## src/rtl/flag_ctrl.sv

```systemverilog
`timescale 1ns/1ps
// flag_ctrl: sequences Z/C flag writes, branch-condition resolution and a LIFO of saved flags.
// Build option FLAG_CTRL_FWD_EN: accept BRANCH/PUSH during a pending write, using forwarded flags.
module flag_ctrl #(
  parameter int unsigned DEPTH = 4
) (
  input  logic       clk_i,
  input  logic       rst_ni,
  input  logic       req_valid_i,
  input  logic [1:0] req_op_i,
  input  logic [2:0] req_cond_i,
  input  logic       z_alu_i,
  input  logic       c_alu_i,
  input  logic       z_cur_i,
  input  logic       c_cur_i,
  input  logic       err_clr_i,
  output logic       req_ready_o,
  output logic       flags_load_o,
  output logic       z_next_o,
  output logic       c_next_o,
  output logic       br_valid_o,
  output logic       br_taken_o,
  output logic       stk_full_o,
  output logic       stk_empty_o,
  output logic       stk_err_o
);

  localparam int unsigned PW = $clog2(DEPTH) + 1;  // pointer spans 0..DEPTH
  localparam int unsigned AW = PW - 1;             // entry index width

  typedef enum logic [1:0] {
    OP_ALU_UPD = 2'b00,
    OP_BRANCH  = 2'b01,
    OP_PUSH    = 2'b10,
    OP_POP     = 2'b11
  } op_e;

  typedef enum logic {
    S_IDLE = 1'b0,
    S_PEND = 1'b1
  } state_e;

  function automatic logic cond_eval(input logic [2:0] cond, input logic z, input logic c);
    logic hit;
    case (cond)
      3'b000:  hit = 1'b1;
      3'b001:  hit = z;
      3'b010:  hit = ~z;
      3'b011:  hit = c;
      3'b100:  hit = ~c;
      3'b101:  hit = z | c;
      3'b110:  hit = ~z & ~c;
      default: hit = 1'b0;
    endcase
    return hit;
  endfunction

  state_e        state_q, state_d;
  logic [PW-1:0] ptr_q, ptr_d;
  logic [1:0]    stk_mem_q [DEPTH];
  logic          flags_load_q, flags_load_d;
  logic          z_next_q, z_next_d;
  logic          c_next_q, c_next_d;
  logic          br_valid_q, br_valid_d;
  logic          br_taken_q, br_taken_d;
  logic          stk_err_q, stk_err_d;

  op_e           op;
  logic          stall;
  logic          accept;
  logic          full;
  logic          empty;
  logic          z_src;
  logic          c_src;
  logic          do_push;
  logic          err_set;
  logic [AW-1:0] wr_idx;
  logic [AW-1:0] top_idx;

  assign op      = op_e'(req_op_i);
  assign full    = (ptr_q == PW'(DEPTH));
  assign empty   = (ptr_q == '0);
  assign wr_idx  = ptr_q[AW-1:0];
  assign top_idx = ptr_q[AW-1:0] - AW'(1);

`ifdef FLAG_CTRL_FWD_EN
  // While a write is in flight the flags register still shows the old value,
  // so readers take the value being loaded this cycle instead.
  assign stall = 1'b0;
  assign z_src = (state_q == S_PEND) ? z_next_q : z_cur_i;
  assign c_src = (state_q == S_PEND) ? c_next_q : c_cur_i;
`else
  // Readers of the flags wait out the in-flight write for one cycle.
  assign stall = (state_q == S_PEND) && ((op == OP_BRANCH) || (op == OP_PUSH));
  assign z_src = z_cur_i;
  assign c_src = c_cur_i;
`endif

  assign req_ready_o = ~stall;
  assign accept      = req_valid_i & ~stall;

  // NOTE: every signal driven here gets a default first, so no path can infer a latch.
  always_comb begin
    state_d      = S_IDLE;
    ptr_d        = ptr_q;
    flags_load_d = 1'b0;
    z_next_d     = z_next_q;
    c_next_d     = c_next_q;
    br_valid_d   = 1'b0;
    br_taken_d   = 1'b0;
    do_push      = 1'b0;
    err_set      = 1'b0;

    if (accept) begin
      unique case (op)
        OP_ALU_UPD: begin
          flags_load_d = 1'b1;
          z_next_d     = z_alu_i;
          c_next_d     = c_alu_i;
          state_d      = S_PEND;
        end
        OP_BRANCH: begin
          br_valid_d = 1'b1;
          br_taken_d = cond_eval(req_cond_i, z_src, c_src);
        end
        OP_PUSH: begin
          if (full) begin
            err_set = 1'b1;
          end else begin
            do_push = 1'b1;
            ptr_d   = ptr_q + PW'(1);
          end
        end
        OP_POP: begin
          if (empty) begin
            err_set = 1'b1;
          end else begin
            ptr_d                  = ptr_q - PW'(1);
            flags_load_d           = 1'b1;
            {z_next_d, c_next_d}   = stk_mem_q[top_idx];
            state_d                = S_PEND;
          end
        end
      endcase
    end

    // A new error in the same cycle as a clear keeps the flag set.
    stk_err_d = err_set | (stk_err_q & ~err_clr_i);
  end

  // NOTE: state registers use non-blocking assignments so every flop samples pre-edge values.
  always_ff @(posedge clk_i or negedge rst_ni) begin
    if (!rst_ni) begin
      state_q      <= S_IDLE;
      ptr_q        <= '0;
      flags_load_q <= 1'b0;
      z_next_q     <= 1'b0;
      c_next_q     <= 1'b0;
      br_valid_q   <= 1'b0;
      br_taken_q   <= 1'b0;
      stk_err_q    <= 1'b0;
    end else begin
      state_q      <= state_d;
      ptr_q        <= ptr_d;
      flags_load_q <= flags_load_d;
      z_next_q     <= z_next_d;
      c_next_q     <= c_next_d;
      br_valid_q   <= br_valid_d;
      br_taken_q   <= br_taken_d;
      stk_err_q    <= stk_err_d;
    end
  end

  // NOTE: the save stack has no reset; the pointer alone decides which entries are live.
  always_ff @(posedge clk_i) begin
    if (do_push) begin
      stk_mem_q[wr_idx] <= {z_src, c_src};
    end
  end

  assign flags_load_o = flags_load_q;
  assign z_next_o     = z_next_q;
  assign c_next_o     = c_next_q;
  assign br_valid_o   = br_valid_q;
  assign br_taken_o   = br_taken_q;
  assign stk_full_o   = full;
  assign stk_empty_o  = empty;
  assign stk_err_o    = stk_err_q;

endmodule

```

## config.mk

```make
export PLATFORM = sky130hd
export DESIGN_NAME = flag_ctrl
export DESIGN_NICKNAME = d
export VERILOG_FILES = /design/src/rtl/flag_ctrl.sv
export SDC_FILE = /design/constraint.sdc
export NUM_CORES = 1
export LEC_CHECK = 0
export CORE_MARGIN = 1.5
export CORE_UTILIZATION = 52
export DETAILED_ROUTE_END_ITERATION = 10
export PLACE_DENSITY = 0.89
export SLEW_MARGIN = 30
export SYNTH_ARGS = -nofsm -noshare
export SYNTH_HDL_FRONTEND = slang
export SYNTH_SLANG_ARGS = --single-unit
```

## constraint.sdc

```tcl
create_clock -name clk_i -period 5.45 [get_ports clk_i]
set_input_delay 0.545 -clock clk_i [delete_from_list [all_inputs] [get_ports clk_i]]
set_output_delay 0.545 -clock clk_i [all_outputs]
set_load 0.03 [all_outputs]
```

==> results of run 1 <==
## final cells by class
cell class                      count  area (um2)
Tap cell                           25        31.3
Fill cell                         132         509
Multi-Input combinational cell     51         457
Clock buffer                        3        22.5
Timing Repair Buffer               21         210
Sequential cell                    17         465
Inverter                            7        26.3
Clock inverter                      1        5.00
## state kept, by name (all words and copies together), names as in the netlist
| register | count |
|---|---|
| stk_mem_q | 8 |
| ptr_q | 3 |
| br_taken_o | 1 |
| br_valid_o | 1 |
| c_next_o | 1 |
| flags_load_o | 1 |
| stk_err_o | 1 |
| z_next_o | 1 |
## power breakdown
part | leakage, nW | switching [mW] | internal, mW | total, mW
Clock | 0.0177 | 0.0405 | 0.0274 | 0.0679
Combinational | 0.296 | 0.0992 | 0.0968 | 0.196
Sequential | 0.186 | 0.0201 | 0.158 | 0.178
## synth_stat cells, types with 2 or more instances
| library cell | instances | area [um2] |
|---|---|---|
| nor3b_1 | 2 | 15.0 |
| edfxtp_1 | 8 | 240 |
| o21ai_0 | 3 | 15.0 |
| inv_1 | 7 | 26.3 |
| mux2_2 | 5 | 56.3 |
| and2_1 | 7 | 43.8 |
| dfrtp_1 | 9 | 225 |
| nor2_1 | 2 | 7.51 |
| mux4_2 | 2 | 45.0 |
| nand2_1 | 3 | 11.3 |
| ha_1 | 8 | 100 |
| nand2b_1 | 2 | 12.5 |
## metal layers
layer | part of all wire | routed length [um] | vias up
met1 | 0.42 | 705 | 308
met3 | 0.058 | 98 | 5
li1 | - | - | 318
met4 | 0.030 | 51 | 0
met2 | 0.49 | 825 | 22
met5 | 0 | 0 | -
## final timing paths
| check | cells past startpoint | from | to | slack (ns) |
|---|---|---|---|---|
| worst min-delay path | 1 | c_next_o | c_next_o | 0.52 |
| min in group asynchronous | 1 | rst_ni | stk_err_o | 0.55 |
| worst min register to register | 1 | c_next_o | c_next_o | 0.52 |
| max in group asynchronous | 1 | rst_ni | br_valid_o | 4.60 |
| worst max-delay path | 4 | ptr_q[0] | stk_empty_o | 2.62 |
| worst max register to register | 5 | ptr_q[0] | z_next_o | 3.52 |
## worst reg2reg max path, stage by stage (launching register included)
cell and delay, ns:
dfrtp_1 0.48, inv_1 0.16, ha_1 0.36, mux4_2 0.30, mux2_2 0.27, mux2_2 0.26
## cells by family (layout without fill, tap and decap cells)
logic type | after synthesis | count (layout)
compound gates | 13 | 13
buf+inv | 8 | 32
mux | 8 | 8
flops | 17 | 17
simple gates | 20 | 20
xor+xnor | 1 | 1
fa+ha+maj | 9 | 9
==> results.py, run 1 <==
metrics = {
    "status": {
        "outcome": "finished clean",
    },
    "synth": {
        "ys.flop_type": "dfrtp_1",
        "synth_top_family_by_area": "adder cells",
        "synth.area.mux_share": 0.116,
        "synthSimpleGateAreaFrac": 0.120,
        "synth_nets": 98,
        "synth_edf_count": 8,
        "ys_seq_elements": 17,
        "synth_cells": 76,
        "async_flop_share": 0.529,
        "synth_xor_area_frac": 0.00913,
        "synth_warnings": 0,
        "synth_compound_gate_area_share": 0.106,
        "synthAdderAreaFrac": 0.125,
        "avgSynthCellArea_um2": 12.6,
        "netlist-cell-type-count": 30,
        "yosysSeqAreaShare": 0.485,
        "synth_area_um2": 960,
    },
    "layout": {
        "drive_gt1_frac": 0.130,
        "fin_nets": 123,
        "final_util": 0.705,
        "layout_common_cells": "clkdlybuf4s50_1 (21), dfrtp_1 (9), ha_1 (8), edfxtp_1 (8)",
        "fin_cells": 125,
        "area_delta_synth_final_pct": 26.9,
        "final_area_um2": 1220,
        "final_common_cell": "clkdlybuf4s50_1",
        "antenna_cells": 0,
    },
    "clocking": {
        "cts_setup_buffers": 0,
        "clock-sinks": 17,
        "cts_tree": "yes",
        "numCtsBuffers": 3,
        "hold_buffers": 0,
        "cts_buffer_depth": 2,
        "path_clk_slew_ns": 0.10,
        "postCtsResizedCells": 0,
        "htreeDepth": 1,
        "clk_latency_ns": 0.29,
        "cts_root_buf": "clkbuf_4",
    },
    "routing": {
        "wl_per_cell_um": 13.4,
        "ant_nets": 0,
        "first_pass_iters": 4,
        "drt-total-wl_um": 1680,
        "vias_per_cell": 5.22,
        "vias": 653,
        "drcViolationCount": 0,
        "first_iter_violations": 10,
    },
    "placed_design": {
        "place_ws_ns": 2.71,
        "post_dp_cell_area_um2": 1190,
        "placed_cells": 121,
        "hpwl_um": 1340,
        "routabilityCongestion": 0.860,
        "port_buffers": 21,
    },
    "timing": {
        "timing.fmax_mhz": 353,
        "finalSetupViolCount": 0,
        "hold_violations": 0,
        "tns_ns": 0,
        "maxSlewHeadroom": 0.706,
        "finalCriticalPeriod_ns": 2.83,
        "grt_setup_unrepaired": "no",
        "tightest_slew_ns": 0.440,
        "holdWs_ns": 0.520,
        "fin_crit_sh": 0.519,
        "finalClockSkew_ns": 0.000744,
        "maxSlewViolCount": 0,
        "worst_slack_ns": 2.62,
    },
    "critical_path": {
        "cp_slowest_cell": "clkdlybuf4s50_1",
        "cp_data_arrival_time_ns": 2.29,
        "startpoint_type": "flop",
        "crit_family": "buffers and inverters",
        "crit_required_ns": 4.91,
        "slowest_delay_ns": 0.72,
        "endpoint_kind": "output port",
        "cp_num_buf_inv": 2,
        "cp_cell_sequence": "inv_1 -> ha_1 -> nor2b_1 -> clkdlybuf4s50_1",
        "worst-path-max-fanout": 6,
        "critical_path_class": "reg -> out",
    },
    "flow_run": {
        "max_cap_violations": 0,
    },
    "floorplanning": {
        "io_pins": 22,
        "die_h_um": 46.0,
        "die_area_um2": 2110,
        "fp.coreArea_um2": 1730,
        "core.rowCount": 15,
        "start_util": 0.556,
        "fp.dieW_um": 46.0,
    },
    "grt": {
        "grt_use_met1": 0.242,
        "grt_most_used_layer": "met2",
        "grt_max_degree": 11,
        "overflow": 0,
        "track_usage": 0.202,
        "grt_pass1_wl_um": 2850,
        "grt.met2_usage": 0.319,
        "grt_pass1_vias": 678,
        "use_met3": 0.0556,
        "antenna_found_initial": 0,
    },
    "power_and_ir_drop": {
        "p_total_mw": 0.442,
        "power.leakage_nw": 0.499,
        "ir_worst_vdd_v": 0.000186,
        "powerDensity_nw_per_um2": 363,
    },
    "min_path": {
        "hold_class": "reg -> reg",
    },
}
No activity file was read; power rests on OpenSTA's default activity.
==> inputs of run 2 (changes only) <==
--- a/config.mk
+++ b/config.mk
@@ -6,9 +6,9 @@
 export NUM_CORES = 1
 export LEC_CHECK = 0
 export CORE_MARGIN = 1.5
-export CORE_UTILIZATION = 52
+export CORE_UTILIZATION = 44
 export DETAILED_ROUTE_END_ITERATION = 10
-export PLACE_DENSITY = 0.89
+export PLACE_DENSITY = 0.81
 export SLEW_MARGIN = 30
 export SYNTH_ARGS = -nofsm -noshare
 export SYNTH_HDL_FRONTEND = slang
==> constraint.sdc (replaced) <==
create_clock -name clk_i -period 2.3 [get_ports clk_i]
set_input_delay 0.23 -clock clk_i [delete_from_list [all_inputs] [get_ports clk_i]]
set_output_delay 0.23 -clock clk_i [all_outputs]
set_load 0.03 [all_outputs]
==> run 2 against run 1 <==
- sequential share of layout area fell by 0.81 points
- sequential cell count stayed put
- non-clock buffer count rose by 3
- worst hold slack got worse by 0.28 ns
- routed wire length rose by 2.5%
- design area grew 2.2%
- first-iteration DRC count did not move
- sequential power increased by 140%
- clock-buffer cell count stayed put
- utilization down 8.4 points
- register-to-register slack worse by 3.1 ns
- final cell count increased by 4.0%
- critical endpoint is now req_ready_o
- highest routed layer unchanged
==> results.py, run 2 (same netlist as run 1, synthesis figures left out) <==
metrics = {
    "timing": {
        "fin_crit_sh": 0.924,
        "tns_ns": 0,
        "maxSlewHeadroom": 0.710,
        "hold_violations": 0,
        "finalSetupViolCount": 0,
        "maxSlewViolCount": 0,
        "finalClockSkew_ns": 0.00248,
        "timing.fmax_mhz": 470,
        "tightest_slew_ns": 0.434,
        "finalCriticalPeriod_ns": 2.13,
        "grt_setup_unrepaired": "no",
        "worst_slack_ns": 0.174,
    },
    "power_and_ir_drop": {
        "comb_power_share": 0.451,
        "p_sw_frac": 0.360,
        "clkPwrFrac": 0.149,
        "switching_power_mw": 0.379,
        "ir_worst_vdd_v": 0.000484,
        "seqPwrFrac": 0.400,
        "intPower_mw": 0.674,
        "power.leakage_nw": 0.535,
        "powerDensity_nw_per_um2": 846,
    },
    "grt": {
        "grt_pass1_vias": 719,
        "grt_max_degree": 11,
        "antenna_found_initial": 0,
        "grt_pass1_wl_um": 3020,
        "overflow": 0,
        "track_usage": 0.166,
    },
    "min_path": {
        "hold_class": "in -> async",
    },
    "clocking": {
        "numCtsBuffers": 3,
        "htreeDepth": 1,
        "cts_root_buf": "clkbuf_4",
        "hold_buffers": 0,
        "path_clk_slew_ns": 0.10,
        "cts_setup_buffers": 0,
        "clk_latency_ns": 0.29,
        "cts_buffer_depth": 2,
        "cts_tree": "yes",
        "clock-sinks": 17,
    },
    "layout": {
        "top_regs": "stk_mem_q (8), ptr_q (3)",
        "largest-register": "stk_mem_q",
        "layout_common_cells": "clkdlybuf4s50_1 (19), dfrtp_1 (9), ha_1 (8), edfxtp_1 (8)",
        "final_common_cell": "clkdlybuf4s50_1",
        "area_delta_synth_final_pct": 29.6,
        "drive_gt1_frac": 0.155,
        "largest_register_ffs": 8,
        "antenna_cells": 0,
        "fin_nets": 126,
        "fillCellCount": 159,
    },
    "routing": {
        "first_iter_violations": 10,
        "vias_per_cell": 5.20,
        "drt-total-wl_um": 1720,
        "drcViolationCount": 0,
        "wl_per_cell_um": 13.2,
        "first_pass_iters": 4,
        "ant_nets": 0,
        "vias": 676,
    },
    "critical_path": {
        "cp_data_arrival_time_ns": 1.90,
        "endpoint_kind": "output port",
        "reg2reg_slack_ns": 0.42,
        "r2r_start": "ptr_q[0]",
        "critical_path_class": "in -> out",
        "crit_required_ns": 2.07,
        "r2r_end": "ptr_q[2]",
        "worst-path-max-fanout": 4,
        "reg2reg_depth": 6,
        "startpoint_type": "input pin",
    },
    "placed_design": {
        "port_buffers": 21,
        "routabilityCongestion": 0.809,
        "hpwl_um": 1370,
        "place_ws_ns": 0.0978,
    },
    "flow_run": {
        "max_cap_violations": 0,
    },
    "floorplanning": {
        "fp.dieW_um": 49.7,
        "start_util": 0.479,
        "core.rowCount": 16,
        "io_pins": 22,
        "die_area_um2": 2470,
        "fp.coreArea_um2": 2000,
        "die_h_um": 49.7,
    },
    "status": {
        "outcome": "finished clean",
    },
}
run 2: changes by cell type in the layout (fill, tap and decap cells not counted), sizes merged:
cell	delta
buf	+3
clkdlybuf4s50	-2
dlymetal6s2s	+1
dlygate4sd2	+1
run 2: layout make-up:
type	count	area [um2]	area share
clock buffer	3	22.5	0.0181
clock inverter	1	5.00	0.00402
multi-input combinational	51	457	0.367
inverter	7	26.3	0.0211
timing repair buffer	24	234	0.188
tap	27	33.8	0.0272
sequential	17	465	0.374
run 2: power groups by stage:
stage          clock network [mW]  logic [mW]  registers (mW)
6_report                    0.157       0.474           0.421
5_1_grt                     0.174       0.527           0.433
4_1_cts                     0.161       0.483           0.423
3_5_place_dp                    0       0.486           0.430
3_3_place_gp                    0       0.469           0.426
2_1_floorplan                   0       0.275           0.463
run 2: metal layers:
metal  part of all wire  GRT usage  routed length [um]  vias to the layer above
met5                  0          0                   0                        -
met4              0.037      0.106                  63                        0
met3              0.063     0.0424                 109                        6
met2               0.46      0.262                 800                       24
met1               0.43      0.201                 749                      326
li1                   -          -                   -                      320
run 2: through the flow:
step | power, mW | utilization | hold WS, ns | instance area (um2) | std cells
2_1_floorplan | 0.738 | - | -0.0656 | 960 | 76
3_3_place_gp | 0.896 | 0.607 | 0.489 | 1210 | 126
3_5_place_dp | 0.916 | 0.607 | 0.500 | 1210 | 126
4_1_cts | 1.07 | 0.620 | 0.246 | 1240 | 130
5_1_grt | 1.13 | 0.621 | 0.258 | 1240 | 130
6_report | 1.05 | 0.621 | 0.240 | 1240 | 130
run 2: what timing repair did:
item / in CTS / in global routing
setup endpoints to repair: 1 / 1
gates cloned: 0 / 0
resized for setup: 1 / 1
run 2: worst max-delay path by stage:
| stage | from | endpoint | slack (ns) |
|---|---|---|---|
| final | req_op_i[0] | req_ready_o | 0.17 |
| after floorplan | ptr_q[0] | c_next_o | 0.29 |
| after global placement | req_op_i[0] | stk_mem_q[3][1] | 0.14 |
| after global routing | ptr_q[0] | stk_empty_o | 0.04 |
| after CTS | ptr_q[1] | stk_full_o | 0.06 |
| after detailed placement | req_op_i[0] | stk_mem_q[1][0] | 0.1 |
run 2: critical path, stage by stage:
cell and delay (ns):
clkdlybuf4s50_1 0.51, inv_1 0.08, ha_1 0.33, nand2_1 0.08, clkdlybuf4s50_1 0.66
==> inputs of run 3 (changes only) <==
--- a/config.mk
+++ b/config.mk
@@ -6,9 +6,9 @@
 export NUM_CORES = 1
 export LEC_CHECK = 0
 export CORE_MARGIN = 1.5
-export CORE_UTILIZATION = 44
+export CORE_UTILIZATION = 48
 export DETAILED_ROUTE_END_ITERATION = 10
-export PLACE_DENSITY = 0.81
+export PLACE_DENSITY = 0.84
 export SLEW_MARGIN = 30
 export SYNTH_ARGS = -nofsm -noshare
 export SYNTH_HDL_FRONTEND = slang
==> constraint.sdc (replaced) <==
create_clock -name clk_i -period 2.2 [get_ports clk_i]
set_input_delay 0.22 -clock clk_i [delete_from_list [all_inputs] [get_ports clk_i]]
set_output_delay 0.22 -clock clk_i [all_outputs]
set_load 0.03 [all_outputs]
==> run 3 against run 2 <==
- worst hold slack worse by 0.023 ns
- clock power up 11%
- combinational power up 6.1%
- non-clock buffer count up 2
- via count up 1.2%
- clock skew up 0.0057 ns
- final cell count unchanged
- critical endpoint unchanged
- largest power group unchanged
==> results.py, run 3 (same netlist as run 1, synthesis figures left out) <==
metrics = {
    "power_and_ir_drop": {
        "p_sw_frac": 0.365,
        "clkPwrFrac": 0.156,
        "comb_power_share": 0.449,
        "switching_power_mw": 0.408,
        "power.leakage_nw": 0.532,
        "seqPwrFrac": 0.395,
        "intPower_mw": 0.712,
        "ir_worst_vdd_v": 0.000475,
        "powerDensity_nw_per_um2": 894,
    },
    "critical_path": {
        "startpoint": "req_op_i[1]",
        "crit_required_ns": 1.98,
        "reg2reg_slack_ns": 0.26,
        "r2r_start": "ptr_q[0]",
        "r2r_end": "stk_mem_q[1][1]",
        "critical_path_class": "in -> out",
        "startpoint_type": "input pin",
        "reg2reg_depth": 6,
        "endpoint_kind": "output port",
        "cp_data_arrival_time_ns": 1.87,
        "worst-path-max-fanout": 4,
    },
    "routing": {
        "ant_nets": 0,
        "first_pass_iters": 4,
        "drt-total-wl_um": 1780,
        "drcViolationCount": 0,
        "wl_per_cell_um": 13.7,
        "vias_per_cell": 5.26,
        "vias": 684,
        "first_iter_violations": 5,
    },
    "layout": {
        "largest_register_ffs": 8,
        "drive_gt1_frac": 0.171,
        "layout_common_cells": "clkdlybuf4s50_1 (19), dfrtp_1 (9), ha_1 (8), edfxtp_1 (8)",
        "final_area_um2": 1250,
        "final_common_cell": "clkdlybuf4s50_1",
        "area_delta_synth_final_pct": 30.5,
        "top_regs": "stk_mem_q (8), ptr_q (3)",
        "fin_nets": 128,
        "largest-register": "stk_mem_q",
        "antenna_cells": 0,
    },
    "clocking": {
        "clk_latency_ns": 0.30,
        "path_clk_slew_ns": 0.11,
        "cts_root_buf": "clkbuf_4",
        "cts_setup_buffers": 0,
        "htreeDepth": 1,
        "cts_tree": "yes",
        "clock-sinks": 17,
        "cts_buffer_depth": 2,
        "hold_buffers": 0,
        "numCtsBuffers": 3,
    },
    "timing": {
        "finalSetupViolCount": 0,
        "maxSlewViolCount": 0,
        "timing.fmax_mhz": 480,
        "finalCriticalPeriod_ns": 2.09,
        "maxSlewHeadroom": 0.703,
        "tns_ns": 0,
        "hold_violations": 0,
        "grt_setup_unrepaired": "no",
        "finalClockSkew_ns": 0.00822,
        "tightest_slew_ns": 0.444,
        "fin_crit_sh": 0.948,
    },
    "placed_design": {
        "routabilityCongestion": 0.799,
        "post_dp_cell_area_um2": 1230,
        "port_buffers": 21,
        "hpwl_um": 1410,
    },
    "floorplanning": {
        "io_pins": 22,
        "start_util": 0.533,
        "die_area_um2": 2280,
        "fp.coreArea_um2": 1800,
        "die_h_um": 47.7,
        "fp.dieW_um": 47.7,
        "core.rowCount": 15,
    },
    "grt": {
        "grt_max_degree": 11,
        "grt_pass1_vias": 653,
        "grt_pass1_wl_um": 2820,
        "antenna_found_initial": 0,
        "track_usage": 0.188,
        "overflow": 0,
    },
    "status": {
        "outcome": "finished clean",
    },
    "flow_run": {
        "max_cap_violations": 0,
    },
    "min_path": {
        "hold_class": "in -> async",
    },
}
run 3: worst max-delay path by stage:
stage	end	cells after the start
global placement	stk_mem_q[1][0]	6
detailed placement	stk_mem_q[2][0]	6
CTS	req_ready_o	5
finish	req_ready_o	5
floorplan	c_next_o	5
global route	req_ready_o	5
run 3: metrics by stage:
| step | hold slack [ns] | std cells | setup WS, ns | power [mW] | util |
|---|---|---|---|---|---|
| 6_report | 0.217 | 130 | 0.115 | 1.12 | 0.695 |
| 5_1_grt | 0.255 | 130 | 0.0342 | 1.20 | 0.695 |
| 4_1_cts | 0.227 | 130 | 0.112 | 1.13 | 0.695 |
| 3_5_place_dp | 0.496 | 126 | 0.00333 | 0.967 | 0.681 |
| 3_3_place_gp | 0.490 | 126 | 0.0609 | 0.952 | 0.681 |
| 2_1_floorplan | -0.0756 | 76 | 0.187 | 0.771 | - |
run 3: power groups by stage:
| stage | sequential, mW | combinational, mW | clock, mW |
|---|---|---|---|
| 2_1_floorplan | 0.484 | 0.287 | 0 |
| 3_3_place_gp | 0.445 | 0.506 | 0 |
| 3_5_place_dp | 0.451 | 0.516 | 0 |
| 4_1_cts | 0.443 | 0.510 | 0.176 |
| 5_1_grt | 0.451 | 0.558 | 0.187 |
| 6_report | 0.442 | 0.503 | 0.175 |
run 3: timing repair:
action	4_1_cts	5_1_grt
setup endpoints to repair	2	0
hold endpoints to repair	0	0
resized for setup	2	0
run 3: metal layers:
layer  up-vias  global-route usage  share of wire
met4         0              0.0973          0.018
met5         -                   0              0
met3         4              0.0491          0.043
met1       331               0.237           0.46
met2        21               0.299           0.47
li1        328                   -              -
run 3: layout make-up:
cell class	count	area [um2]
flip-flops and latches	17	465
clock inverters	1	5.00
clock buffers	3	22.5
repair buffers	26	245
well taps	25	31.3
multi-input cells	51	457
inverters	7	26.3
fillers	156	549
run 3: worst max-delay path, cell delays in order:
cell and delay, ns:
clkdlybuf4s50_1 0.50, inv_1 0.08, ha_1 0.32, nand2_1 0.08, clkdlybuf4s50_1 0.66
